### src/rtl/mult_shift_add_n.sv
// Sequential shift-add multiplier: X:A:B datapath with a Moore control FSM.
// One add/subtract step plus one shift step per multiplier bit, so latency is fixed.
module mult_shift_add_n #(
  parameter int WIDTH = 8
) (
  input  logic             Clk,
  input  logic             Reset,
  input  logic             Run,
  input  logic             ClearA_LoadB,
  input  logic             Signed_Mode,
  input  logic [WIDTH-1:0] D,
  output logic [WIDTH-1:0] Aval,
  output logic [WIDTH-1:0] Bval,
  output logic             Xval,
  output logic             Busy,
  output logic             Done
);
  localparam int CW = (WIDTH > 1) ? $clog2(WIDTH) : 1;
  localparam logic [CW-1:0] LAST = CW'(WIDTH - 1);

  typedef enum logic [2:0] {IDLE, CLR, ADD, SHIFT, DONE} state_t;

  state_t           state, state_nxt;
  logic [WIDTH-1:0] a_q, b_q, s_q;
  logic             x_q, sgn_q;
  logic [CW-1:0]    cnt_q;
  logic             last;
  logic [WIDTH:0]   a_ext, s_ext, sum;

  assign last = (cnt_q == LAST);

  // The final signed step carries the weight -2^(W-1), hence the subtract.
  always_comb begin
    a_ext = sgn_q ? {a_q[WIDTH-1], a_q} : {1'b0, a_q};
    s_ext = sgn_q ? {s_q[WIDTH-1], s_q} : {1'b0, s_q};
    sum   = (last && sgn_q) ? (a_ext - s_ext) : (a_ext + s_ext);
  end

  always_ff @(posedge Clk) begin
    if (Reset) state <= IDLE;
    else       state <= state_nxt;
  end

  always_comb begin
    state_nxt = state;
    Busy      = 1'b0;
    Done      = 1'b0;
    case (state)
      IDLE:    if (!ClearA_LoadB && Run) state_nxt = CLR;
      CLR:     begin Busy = 1'b1; state_nxt = ADD; end
      ADD:     begin Busy = 1'b1; state_nxt = SHIFT; end
      SHIFT:   begin Busy = 1'b1; state_nxt = last ? DONE : ADD; end
      DONE:    begin Done = 1'b1; if (!Run) state_nxt = IDLE; end
      default: state_nxt = IDLE;
    endcase
  end

  always_ff @(posedge Clk) begin
    if (Reset) begin
      a_q   <= '0;
      x_q   <= 1'b0;
      b_q   <= D;
      cnt_q <= '0;
      s_q   <= '0;
      sgn_q <= 1'b0;
    end else begin
      case (state)
        IDLE: begin
          if (ClearA_LoadB) begin
            a_q <= '0;
            x_q <= 1'b0;
            b_q <= D;
          end else if (Run) begin
            sgn_q <= Signed_Mode;
            s_q   <= D;
            cnt_q <= '0;
          end
        end
        CLR: begin
          a_q <= '0;
          x_q <= 1'b0;
        end
        ADD: if (b_q[0]) {x_q, a_q} <= sum;
        SHIFT: begin
          a_q <= {x_q, a_q[WIDTH-1:1]};
          b_q <= {a_q[0], b_q[WIDTH-1:1]};
          if (!sgn_q) x_q <= 1'b0;
          if (!last) cnt_q <= cnt_q + CW'(1);
        end
        default: ;
      endcase
    end
  end

  assign Aval = a_q;
  assign Bval = b_q;
  assign Xval = x_q;
endmodule

### config.mk
export PLATFORM = sky130hd
export DESIGN_NAME = mult_shift_add_n
export DESIGN_NICKNAME = d
export VERILOG_FILES = /design/src/rtl/mult_shift_add_n.sv
export SDC_FILE = /design/constraint.sdc
export NUM_CORES = 1
export LEC_CHECK = 0
export BUFFER_PORTS_ARGS = -buffer_cell sky130_fd_sc_hd__clkbuf_2
export CAP_MARGIN = 5
export CORE_MARGIN = 2
export CORE_UTILIZATION = 35
export CTS_CLUSTER_DIAMETER = 30
export DETAILED_ROUTE_END_ITERATION = 7
export GPL_TIMING_DRIVEN = 0
export PLACE_DENSITY = 0.64
export SLEW_MARGIN = 20
export SYNTH_ARGS = -nofsm -noshare
export SYNTH_HDL_FRONTEND = slang
export SYNTH_SLANG_ARGS = --single-unit
### constraint.sdc
create_clock -name Clk -period 3.7 [get_ports Clk]
set_input_delay 0.37 -clock Clk [delete_from_list [all_inputs] [get_ports Clk]]
set_output_delay 0.37 -clock Clk [all_outputs]
set_load 0.1 [all_outputs]
==> results of run 1 <==
[synthesized netlist by cell type]
cell       number  area [um2]
a311oi_1        1        8.76
a22oi_1         2        15.0
xor2_1          2        17.5
a21oi_1        17        85.1
ha_1           11         138
a2bb2oi_1       2        17.5
a311oi_2        1        15.0
a2111oi_0       1        8.76
o22ai_1         3        18.8
nor3_1          3        15.0
nor3b_1         2        15.0
nand2_1         8        30.0
nor3_2          1        10.0
mux2_2          9         101
nand3b_1        1        7.51
clkbuf_1        6        22.5
fa_1            1        20.0
or4_1           4        30.0
buf_6           1        11.3
o31a_1          3        26.3
nand3_1         3        15.0
xnor2_1         5        43.8
nor2b_1         5        31.3
o21bai_1        1        7.51
nand4_1         2        12.5
dfxtp_1        24         480
nor2_1         36         135
inv_1           9        33.8
o21a_1          2        15.0
and3_1          1        6.26
a31oi_1         1        6.26
and2_1          3        18.8
a211oi_1        7        52.6
nor2_2          1        6.26
or3b_1          1        8.76
nand2b_1        7        43.8
o31ai_1         1        7.51
nor4_1          1        6.26
a31o_2          1        8.76
edfxtp_1        8         240
o21ai_0         6        30.0
o2111ai_1       2        17.5
mux2i_1        11         110
[power by group through the flow]
stage	Sequential (W)	Clock (W)	Combinational, W
3_3_place_gp	0.000419	0	0.000411
2_1_floorplan	0.000534	0	0.000224
3_5_place_dp	0.000418	0	0.000414
4_1_cts	0.000411	0.000348	0.000416
6_report	0.000410	0.000337	0.000416
5_1_grt	0.000415	0.000359	0.000456
[final cells by class]
| type | instances | area share |
|---|---|---|
| inverters | 9 | 0.0147 |
| flip-flops and latches | 32 | 0.314 |
| well taps | 72 | 0.0392 |
| plain buffers | 7 | 0.0147 |
| repair buffers | 30 | 0.0653 |
| clock buffers | 6 | 0.0316 |
| multi-input cells | 169 | 0.506 |
| clock inverters | 2 | 0.0152 |
[logic make-up after synthesis]
logic type / Yosys count / synth area share
compound gates: 51 / 0.174
xor+xnor: 7 / 0.0314
fa+ha+maj: 12 / 0.0808
buf+inv: 16 / 0.0346
flops: 32 / 0.369
mux: 20 / 0.108
simple gates: 79 / 0.201
[final timing paths]
check / slack [ns] / from / to / depth (start not counted)
max: 0.89 / cnt_q[0] / Aval[6] / 10
min: 0.32 / Signed_Mode / sgn_q / 3
max reg2reg: 0.89 / cnt_q[0] / Aval[6] / 10
min reg2reg: 0.48 / cnt_q[1] / cnt_q[1] / 2
[layer usage]
| metal | vias up | track usage |
|---|---|---|
| li1 | 863 | - |
| met1 | 763 | 0.208 |
| met2 | 38 | 0.256 |
| met3 | 4 | 0.0356 |
| met4 | 0 | 0.0526 |
| met5 | - | 0 |
[state kept, by name, summed over array words and instances, names as in the netlist]
name / count
Bval: 8
Aval: 8
s_q: 8
sgn_q: 1
state: 3
Xval: 1
cnt_q: 3
[worst max-delay path, cell delays in order (launching register included)]
cell and delay (ns):
dfxtp_1 0.33, ha_1 0.20, ha_1 0.27, and2_1 0.24
a31oi_1 0.19, xnor2_1 0.10, ha_1 0.32, inv_1 0.08
or4_1 0.51, o31a_1 0.26, a311oi_2 0.22
[metrics by stage]
| stage | power (W) | instances | hold slack, ns | utilization | worst slack, ns |
|---|---|---|---|---|---|
| global placement | 0.000829 | 319 | 0.463 | 0.403 | 0.958 |
| CTS | 0.00117 | 327 | 0.312 | 0.423 | 0.899 |
| global route | 0.00123 | 327 | 0.331 | 0.423 | 0.687 |
| floorplan | 0.000758 | 217 | 0.450 | - | 1.07 |
| finish | 0.00116 | 327 | 0.324 | 0.423 | 0.895 |
| detailed placement | 0.000832 | 319 | 0.471 | 0.403 | 0.925 |
==> impl_metrics.toml, run 1 <==
[run_status]
run_status = "finished, final reports clean"

[clocking]
cts_buffers = 5
cts_buffer_depth = 2
cts_hold_buf = 0
cts_setup_buffers = 0
cts_tree = "built"
insertion_delay_ns = 0.28
root_buffer = "clkbuf_8"
htreeDepth = 2
ctsResizeCount = 0
clkTransAtPathRegs_ns = 0.07
cts.sinks = 32

[final_layout]
fin_nets = 279
area_delta_synth_final_pct = 17.8
design_area_um2 = 2300
drive_gt1_frac = 0.200
layout_commonest_cell = "nor2_1"
diodes = 0
final_cell_mix = "nor2_1, clkbuf_2, dfxtp_1"
regArea_um2 = 721
multiInputGateArea_um2 = 1160
fillers = 552

[power]
swShare = 0.384
power.switching_w = 0.000447
power.density_nw_per_um2 = 506
p_int_w = 0.000717
power_frac_comb = 0.358
sequentialPowerShare = 0.353
pwr-share-clk = 0.290
peakVddDrop_mv = 0.268
p_leak_nw = 0.896

[logic_synthesis]
netlist_area_um2 = 1950
yosysWarnings = 0
synthesis.nets = 242
syn_area_per_cell_um2 = 8.99
ys_ff_latch = 32
synth_cell_type_count = 43
yosysSeqAreaShare = 0.369
syn_inst = 217

[floorplanning]
die_w_um = 78.7
ios = 32
core_area_um2 = 5440
initial_core_util = 0.359
die_y_um = 78.7
rows = 27
fp.dieArea_um2 = 6190

[sta]
finalCritPeriodShare = 0.758
worstMarginPinSlew_ns = 0.768
rsz0062_at_grt = "false"
period_minus_slack_ns = 2.81
hold_viol = 0
fin_skew_ns = 0.00319
tns_ns = 0
setup-violations-final = 0
fmax_mhz = 356
slew_viol_final = 0
slew_headroom = 0.487

[detailed_routing]
drt-met1-wl_um = 2170
routedWlPerCell_um = 13.7
dr.pass1.iters = 4
ant_nets = 0
drc_errors = 0
wl_um = 4480
vias = 1668
vias_per_cell = 5.10
highest_layer = "met4"
dr_wl_met3_um = 261
met2WireLength_um = 2010
drt-initial-drc-count = 74

[grt]
grtUsageTotal = 0.158
grt_pass1_vias = 1628
grt_overflow = 0
grt_max_degree = 11
antenna_found_initial = 0
grt_pass1_wl_um = 7670

[critical_path]
arrival_ns = 3.01
critical_path_class = "reg -> reg"
cp-end-kind = "register"
startpoint_type = "register"
path_max_fanout = 8
worst_ep_required_time_ns = 3.90

[min_path]
hold_class = "in -> reg"

[run]
maxCapViolCount = 0

[placement]
finalWeightedCongestion = 0.765
dpl_cell_area_um2 = 2190
numPortBuffers = 30
hpwl_um = 3330
No activity file was read; power rests on OpenSTA's default activity.
==> run 2: changes to the inputs <==
clock period = 2.9 ns   (was 3.7 ns; I/O delays follow)
==> run 2 against run 1 <==
Compared with the run above:
- critical path depth unchanged
- die area is the same
- final cell count did not move
- critical endpoint unchanged
- cell area grew 0.22%
- combinational power rose by 28%
- total power rose by 28%
- sequential cell count stayed put
- clock-buffer cell count is the same
- largest power group unchanged
- first-iteration DRC count is 6.8% lower
- highest routed layer unchanged
- global-route usage unchanged
==> impl_metrics.toml, run 2 (same netlist as run 1, synthesis figures left out) <==
[critical_path]
crit_cells = 10
crit_family = "adder cells"
cp-end-kind = "register"
startpoint_type = "register"
critical_path_class = "reg -> reg"
crit_top_cell = "ha_1"
critPathSlowestCell = "or4_1"
arrival_ns = 2.93
reg2reg_slack_ns = 0.17
path_max_fanout = 8
setup.worst_path.end = "Aval[6]"
worst_ep_required_time_ns = 3.10
slowest_delay_ns = 0.51
rr_startpoint = "cnt_q[0]"
worst_r2r_endpoint = "Aval[6]"
worstSetupStartpoint = "cnt_q[0]"
path_cells = "ha_1 -> ha_2 -> and2_1 -> a31oi_1 -> xnor2_1 -> ha_1 -> inv_1 -> or4_1 -> o31a_1 -> a311oi_2"
timing.critical_path.buf_inv = 1
rr_worst_depth = 10

[detailed_routing]
met2WireLength_um = 2030
vias_per_cell = 5.14
drt-initial-drc-count = 69
vias = 1682
dr_wl_met3_um = 245
highest_layer = "met4"
wl_um = 4500
drt-met1-wl_um = 2190
dr.pass1.iters = 4
ant_nets = 0
drc_errors = 0
routedWlPerCell_um = 13.8

[clocking]
htreeDepth = 2
cts_buffers = 5
cts_buffer_depth = 2
clkTransAtPathRegs_ns = 0.07
insertion_delay_ns = 0.28
cts_tree = "built"
cts.sinks = 32
root_buffer = "clkbuf_8"
cts_setup_buffers = 0

[power]
pwr-share-clk = 0.290
power.density_nw_per_um2 = 646
power.switching_w = 0.000571
p_int_w = 0.000916
swShare = 0.384
power_w = 0.00149
peakVddDrop_mv = 0.341
p_leak_nw = 0.894
power_frac_comb = 0.358
sequentialPowerShare = 0.352

[grt]
grt_max_degree = 11
grt_pass1_vias = 1628
grt_pass1_wl_um = 7670
grt_overflow = 0
grtUsageTotal = 0.158
antenna_found_initial = 0

[sta]
slew_viol_final = 0
setup-violations-final = 0
tns_ns = 0
fmax_mhz = 366
fin_skew_ns = 0.00297
slew_headroom = 0.490
setup_slack_ns = 0.170
rsz0062_at_grt = "false"
period_minus_slack_ns = 2.73
worstMarginPinSlew_ns = 0.763
hold_viol = 0
finalCritPeriodShare = 0.941

[run]
maxCapViolCount = 0

[final_layout]
area_delta_synth_final_pct = 18.1
drive_gt1_frac = 0.208
diodes = 0
layout_commonest_cell = "nor2_1"
fin_cells = 327
final_cell_mix = "nor2_1, clkbuf_2, dfxtp_1"
design_area_um2 = 2300
fin_nets = 279

[floorplanning]
fp.dieArea_um2 = 6190
rows = 27
core_area_um2 = 5440
initial_core_util = 0.359
ios = 32
die_y_um = 78.7
die_w_um = 78.7

[placement]
place_ws_ns = 0.125
dpl_cell_area_um2 = 2190
numPortBuffers = 30
post-place-cells = 319
hpwl_um = 3330
finalWeightedCongestion = 0.765

[min_path]
hold_class = "in -> reg"

[run_status]
run_status = "finished, final reports clean"
## run 2: what timing repair did
action                                  4_1_cts  5_1_grt
hold buffers                                  0        0
resized for setup                             0        2
endpoints found under the hold margin         0        0
endpoints found under the setup margin        0        5
## run 2: cell type report
class | count | area (um2)
Inverter | 9 | 33.8
Clock inverter | 2 | 35.0
Clock buffer | 6 | 72.6
Multi-Input combinational cell | 169 | 1170
Buffer | 7 | 33.8
Tap cell | 72 | 90.1
Timing Repair Buffer | 30 | 150
Sequential cell | 32 | 721
Fill cell | 552 | 3140
## run 2: layer usage
metal,global-route usage,up-vias
met5,0,-
met4,0.0526,0
met3,0.0356,4
met2,0.256,38
met1,0.208,777
li1,-,863
## run 2: how the worst min path moves through the flow
stage | from | to | slack [ns] | cells past startpoint
finish | Signed_Mode | sgn_q | 0.24 | 3
floorplan | D[0] | s_q[0] | 0.44 | 2
detailed placement | cnt_q[1] | cnt_q[1] | 0.47 | 2
CTS | Signed_Mode | sgn_q | 0.23 | 3
global route | Signed_Mode | sgn_q | 0.25 | 3
global placement | cnt_q[1] | cnt_q[1] | 0.46 | 2
## run 2: power groups by stage
stage | logic [W] | clock network, W | registers, W
3_3_place_gp | 0.000524 | 0 | 0.000534
2_1_floorplan | 0.000286 | 0 | 0.000681
5_1_grt | 0.000584 | 0.000458 | 0.000529
4_1_cts | 0.000530 | 0.000443 | 0.000524
3_5_place_dp | 0.000528 | 0 | 0.000534
6_report | 0.000533 | 0.000431 | 0.000524
## run 2: metrics by stage
step	util	hold slack, ns
after floorplan	-	0.437
after CTS	0.423	0.232
after global placement	0.403	0.463
after global routing	0.424	0.251
final	0.424	0.243
after detailed placement	0.403	0.471
## run 2: worst reg2reg max path: cells and delay by family (launching register included)
kind,cells,cell delay (ns)
AND/OR/NAND/NOR,2,0.72
XOR/XNOR,1,0.10
flip-flops,1,0.33
AO/OA/AOI/OAI,3,0.67
adder cells (fa/ha/maj),3,0.74
buffers and inverters,1,0.08
==> run 3: changes to the inputs <==
GPL_TIMING_DRIVEN = default   (was 0)
==> run 3 against run 2 <==
Compared with the run above:
- register-to-register slack better by 0.08 ns
- clock power hardly changed
- clock skew is 0.0052 ns higher
- utilization is 0.21 points lower
- global-route usage is 0.75 points lower
- cell area is 0.49% lower
==> impl_metrics.toml, run 3 (same netlist as run 1, synthesis figures left out) <==
[grt]
grt_pass1_wl_um = 7380
grt_use_met3 = 0.0425
grtUsageTotal = 0.151
use_met1 = 0.208
grt_overflow = 0
top_usage_layer = "met2"
antenna_found_initial = 0
grt_max_degree = 18
gr-usage-met2 = 0.229
grt_pass1_vias = 1494

[run_status]
run_status = "finished, final reports clean"

[final_layout]
fillers = 532
area_delta_synth_final_pct = 17.5
diodes = 0
layout_commonest_cell = "nor2_1"
final_cell_mix = "nor2_1, clkbuf_2, dfxtp_1"
fin_nets = 276
drive_gt1_frac = 0.214
design_area_um2 = 2290
fin_util = 0.421

[critical_path]
cp-end-kind = "register"
rr_startpoint = "cnt_q[0]"
startpoint_type = "register"
slowest_delay_ns = 0.51
path_max_fanout = 5
path_cells = "ha_1 -> ha_1 -> and2_1 -> a31oi_1 -> xnor2_1 -> ha_1 -> inv_1 -> or4_1 -> o31a_1 -> a311oi_2"
critical_path_class = "reg -> reg"
critPathSlowestCell = "or4_1"
crit_top_cell = "ha_1"
worstSetupStartpoint = "cnt_q[0]"
arrival_ns = 2.85
worst_ep_required_time_ns = 3.11

[clocking]
root_buffer = "clkbuf_8"
cts.sinks = 32
cts_buffers = 5
cts_setup_buffers = 0
insertion_delay_ns = 0.29
cts_hold_buf = 0
clkTransAtPathRegs_ns = 0.07
htreeDepth = 2
ctsResizeCount = 0
cts_tree = "built"
cts_buffer_depth = 2

[sta]
slew_viol_final = 0
setup-violations-final = 0
finalCritPeriodShare = 0.912
hold_viol = 0
rsz0062_at_grt = "false"
fmax_mhz = 378
fin_skew_ns = 0.00815
tns_ns = 0
worstMarginPinSlew_ns = 0.840
period_minus_slack_ns = 2.64
slew_headroom = 0.438

[detailed_routing]
wl_um = 4410
drt-initial-drc-count = 52
dr.pass1.iters = 4
drc_errors = 0
vias = 1651
ant_nets = 0
routedWlPerCell_um = 13.6
vias_per_cell = 5.10

[power]
power.density_nw_per_um2 = 647
p_leak_nw = 0.902
peakVddDrop_mv = 0.331

[min_path]
min-delay-start = "D[7]"
hold_class = "in -> reg"

[placement]
numPortBuffers = 31
finalWeightedCongestion = 0.827
dpl_cell_area_um2 = 2180
hpwl_um = 3320

[run]
maxCapViolCount = 0

[floorplanning]
fp.dieArea_um2 = 6190
ios = 32
die_y_um = 78.7
core_area_um2 = 5440
initial_core_util = 0.359
die_w_um = 78.7
rows = 27
## run 3: worst paths after layout
path	end	slack, ns	cells after the start
hold / removal	s_q[7]	0.25	3
setup reg to reg	Aval[6]	0.26	10
hold reg to reg	cnt_q[1]	0.48	2
setup / recovery	Aval[6]	0.26	10
## run 3: per-stage QoR
stage	std cells	total power, W	worst slack (ns)	hold slack (ns)
2_1_floorplan	217	0.000967	0.270	0.437
3_3_place_gp	316	0.00106	0.318	0.463
3_5_place_dp	316	0.00106	0.276	0.472
4_1_cts	324	0.00149	0.252	0.248
5_1_grt	324	0.00156	0.0346	0.263
6_report	324	0.00148	0.255	0.249
## run 3: final cells by class
cell class / instances / area (um2) / area share
Timing Repair Buffer: 34 / 178 / 0.0775
Clock buffer: 6 / 72.6 / 0.0317
Clock inverter: 2 / 35.0 / 0.0153
Sequential cell: 32 / 721 / 0.314
Multi-Input combinational cell: 169 / 1160 / 0.507
Tap cell: 72 / 90.1 / 0.0393
Inverter: 9 / 33.8 / 0.0147
## run 3: worst max-delay path: cells and delay by family (launching register included)
kind | cells | cell delay (ns)
simple gates | 2 | 0.71
fa+ha+maj | 3 | 0.70
compound gates | 3 | 0.67
flops | 1 | 0.33
xor+xnor | 1 | 0.09
buf+inv | 1 | 0.07
## run 3: power breakdown
part / total, W / switching, W / internal [W]
clock: 0.000432 / 0.000177 / 0.000255
sequential: 0.000525 / 0.0000342 / 0.000491
combinational: 0.000526 / 0.000356 / 0.000169
total: 0.00148 / 0.000568 / 0.000915
## run 3: layer usage
| metal | vias up | wire length [um] |
|---|---|---|
| met3 | 7 | 189 |
| met4 | 0 | 50 |
| met5 | - | 0 |
| met2 | 34 | 2000 |
| met1 | 753 | 2170 |
| li1 | 857 | - |
